**src/rtl/pwm_peripheral.sv**
```systemverilog
// Shared 8-bit PWM generator driving 16 output pins from the SPI register bytes.
// Define PWM_DUTY_SHADOW_EN to latch duty changes only at PWM period boundaries.
module pwm_peripheral #(
  parameter int CLK_DIV = 3000
) (
  input  logic       clk,
  input  logic       rst,
  input  logic [7:0] en_reg_out_7_0,
  input  logic [7:0] en_reg_out_15_8,
  input  logic [7:0] en_reg_pwm_7_0,
  input  logic [7:0] en_reg_pwm_15_8,
  input  logic [7:0] pwm_duty_cycle,
  output logic [7:0] uo_out,
  output logic [7:0] uio_out,
  output logic       period_start
);

  localparam logic [15:0] DIV_MAX = 16'(CLK_DIV - 1);
  localparam logic [7:0]  CNT_MAX = 8'd254;

  logic [15:0] presc;
  logic [7:0]  pwm_cnt;
  logic [7:0]  duty_eff;
  logic        tick;
  logic        wrap;
  logic        pwm_level;

  assign tick = (presc == DIV_MAX);
  assign wrap = tick && (pwm_cnt == CNT_MAX);

  // The counter stops at 254 so that a duty of 0xFF holds the level high all period.
  always_ff @(posedge clk) begin
    if (rst) begin
      presc        <= '0;
      pwm_cnt      <= '0;
      period_start <= 1'b0;
    end else begin
      presc        <= tick ? 16'd0 : presc + 16'd1;
      if (tick)
        pwm_cnt    <= wrap ? 8'd0 : pwm_cnt + 8'd1;
      period_start <= wrap;
    end
  end

`ifdef PWM_DUTY_SHADOW_EN
  logic [7:0] duty_shadow;

  always_ff @(posedge clk) begin
    if (rst)
      duty_shadow <= 8'h00;
    else if (wrap)
      duty_shadow <= pwm_duty_cycle;
  end

  assign duty_eff = duty_shadow;
`else
  assign duty_eff = pwm_duty_cycle;
`endif

  assign pwm_level = (pwm_cnt < duty_eff);

  always_ff @(posedge clk) begin
    if (rst) begin
      uo_out  <= 8'h00;
      uio_out <= 8'h00;
    end else begin
      uo_out  <= en_reg_out_7_0  & (~en_reg_pwm_7_0  | {8{pwm_level}});
      uio_out <= en_reg_out_15_8 & (~en_reg_pwm_15_8 | {8{pwm_level}});
    end
  end

endmodule

```
**config.mk**
```make
export PLATFORM = sky130hd
export DESIGN_NAME = pwm_peripheral
export DESIGN_NICKNAME = d
export VERILOG_FILES = /design/src/rtl/pwm_peripheral.sv
export SDC_FILE = /design/constraint.sdc
export NUM_CORES = 1
export LEC_CHECK = 0
export CAP_MARGIN = 20
export CELL_PAD_IN_SITES_DETAIL_PLACEMENT = 1
export CELL_PAD_IN_SITES_GLOBAL_PLACEMENT = 1
export CORE_ASPECT_RATIO = 0.9
export CORE_MARGIN = 5
export CORE_UTILIZATION = 34
export DETAILED_ROUTE_END_ITERATION = 6
export PLACE_DENSITY_LB_ADDON = 0.1
export REMOVE_ABC_BUFFERS = 1
export SYNTH_ARGS = -nofsm -noshare
export SYNTH_HDL_FRONTEND = slang
export SYNTH_SLANG_ARGS = --single-unit
```
**constraint.sdc**
```tcl
create_clock -name clk -period 2.6 [get_ports clk]
set_clock_uncertainty 0.1 [all_clocks]
set_input_delay 0.26 -clock clk [delete_from_list [all_inputs] [get_ports clk]]
set_output_delay 0.26 -clock clk [all_outputs]
set_load 0.005 [all_outputs]
```
==> impl_metrics.csv <==
group,metric,value,unit
layout,diodes,0,
timing,maxSlewViolCount,0,
synth,synth-seq-cells,41,
route,drc,0,
setup_path,startpoint,"presc[3]",
setup_path,reg2reg_depth,5,
power,cellPowerDensity,453.0,nW/um2
synth,synth.top_cell.area_share,40.07,%
job,maxCapViolations,0,
floorplan,die_h,83.63,um
clocking,clock_latency,300,ps
floorplan,fp.dieW,91.82,um
floorplan,fp-row-count,26,
floorplan,die_area,7678,um2
clocking,cts_resized,0,
placed_design,pre_cts_ws,239.6,ps
grt,grt_usage,15.75,%
route,num_vias,1995,
power,p_leak,1.091,nW
floorplan,io_pins,59,
synth,async_flop_share,0,%
timing,max_freq,0.4193,GHz
timing,hold_violations,0,
setup_path,startpoint_type,"flop",
layout,layout.nets,372,
synth,ys_seq_area_share,40.07,%
setup_path,critPathCapture,"pwm_cnt[7]",
route,wl_per_cell,15.23,um
synth,synth-edff-count,0,
timing,tightest_slew,615.3,ps
synth,ys_types,36,
setup_path,r2r-start,"presc[3]",
layout,fin_cells,390,
placed_design,postPlaceCellArea,2751,um2
timing,rsz0062_at_grt,"false",
route,drt_iter0_drc,43,
setup_path,critPathCaptureType,"flop",
synth,synth_commonest_cells,"dfxtp_1, nor2_1, nand2_1, nand2b_1, o22ai_1",
synth,synth.most_common_cell,"dfxtp_1",
setup_path,worstSetupPathType,"reg2reg",
timing,fin_crit_sh,91.74,%
grt,antenna_found_initial,0,
setup_path,reg2reg_slack,210,ps
route,vias_per_cell,5.115,
layout,fin_area,2841,um2
grt,grt_overflow,0,
clocking,cts_max_path_buffers,2,
grt,first_global_vias,2085,
floorplan,start_util,35.57,%
setup_path,worstPathArrival,2490,ps
clocking,numCtsBuffers,5,
synth,synth.largest_area_cell,"dfxtp_1",
setup_path,required,2710,ps
setup_path,r2r-end,"pwm_cnt[7]",
outcome,status,"finished, final reports clean",
grt,grt_pass1_wl,10040,um
layout,area_delta_synth_final,38.73,%
placed_design,io_buffers,58,
layout,post-route-util,49.35,%
grt,grt_max_degree,26,
worst_hold_path,hold_path_class,"reg2reg",
setup_path,path_max_fanout,17,
timing,post-route-min-period,2385,ps
synth,avgSynthCellArea,7.970,um2
timing,finalSetupViolCount,0,
clocking,tritoncts,"yes",
clocking,hold_buffers,0,
synth,synth.area.top_cells,"dfxtp_1, nor2_1, ha_1, nand2_1, nand2b_1",
placed_design,dpl.cell_count,383,
synth,synth_cells,257,
timing,maxSlewHeadroom,58.98,%
clocking,postCtsSetupRepairBufs,0,
layout,drive_gt1_share,6.250,%
timing,fin_ws,214.8,ps
synth,netlist_area,2048,um2
clocking,cts.sinks,41,
synth,synthFlopType,"dfxtp_1",
synth,ys_warn_count,0,
floorplan,core,5758,um2
clocking,h-tree-depth,2,
route,first_pass_iters,4,
clocking,clk_pin_slew,80,ps
placed_design,gp_congestion,0.7765,
route,drt-total-wl,5941,um
timing,fin_setup_tns,0,ps
clocking,cts_root_buffer,"clkbuf_8",
route,postRouteAntennaNets,0,
placed_design,hpwl,4437,um
power,peakVddDrop,0.3646,mV
[metal layers]
metal	part of all wire [%]	GRT usage (%)	up-vias
met5	0	0	-
met4	0.74	3.644	0
met3	4.2	3.697	4
met2	45	25.88	38
met1	50	20.88	936
li1	-	-	1017
[layout by cell type, fill, tap and decap left out, types with 4 or more instances in the layout]
master,n
clkdlybuf4s50_1,58
dfxtp_1,41
inv_1,14
nand4_1,5
and3_1,4
o22ai_1,16
nand2b_1,17
or3_1,5
clkbuf_8,6
nand2_1,29
xnor2_1,9
buf_4,8
nor3_1,5
nand3_1,11
nor2_1,40
ha_1,10
a21oi_1,9
[area by class of cell]
type,instances,area [um2]
Inverter,14,52.55
Clock buffer,6,82.58
Multi-Input combinational cell,191,1130
Sequential cell,41,820.8
Timing Repair Buffer,67,660.6
Fill cell,695,2917
Clock inverter,1,7.507
Tap cell,70,87.58
[worst min-delay path by stage]
stage             start         end  slack (ps)  cells past startpoint
2_1_floorplan       rst  pwm_cnt[0]         230                      1
3_3_place_gp   presc[0]    presc[0]         350                      1
3_5_place_dp   presc[0]    presc[0]         360                      1
4_1_cts        presc[0]    presc[0]         380                      1
5_1_grt        presc[0]    presc[0]         420                      1
6_report       presc[0]    presc[0]         380                      1
[sequential cells by signal (all words and copies together), names as in the netlist]
signal	flops
period_start	1
uio_out	8
uo_out	8
pwm_cnt	8
presc	16
[cell families after synthesis]
family	after synthesis	synth area share, %
AOI/OAI and AO/OA	38	11.91
xor gates and xnor gates	12	5.132
adders and majority gates	10	6.109
buffers and inverters	25	5.070
DFF	41	40.07
and+or+nand+nor	131	31.70
[critical path, stage by stage (launching register included)]
cell and delay, ps:
dfxtp_1 380, or4b_1 530, or4_1 510, buf_4 200, or3_1 370, a211oi_1 210
[power breakdown]
part	internal, W	switching (W)
Sequential	0.000651	0.00000806
Combinational	0.000117	0.0000609
Clock	0.000211	0.000239
Total	0.000979	0.000308
[through the flow]
stage          hold WS, ps  total power [W]
3_5_place_dp         361.8        0.0008536
6_report             377.9         0.001287
4_1_cts              381.2         0.001298
5_1_grt              421.2         0.001336
3_3_place_gp         350.8        0.0008494
2_1_floorplan        229.1        0.0007260
(Power assumes the default switching activity.)
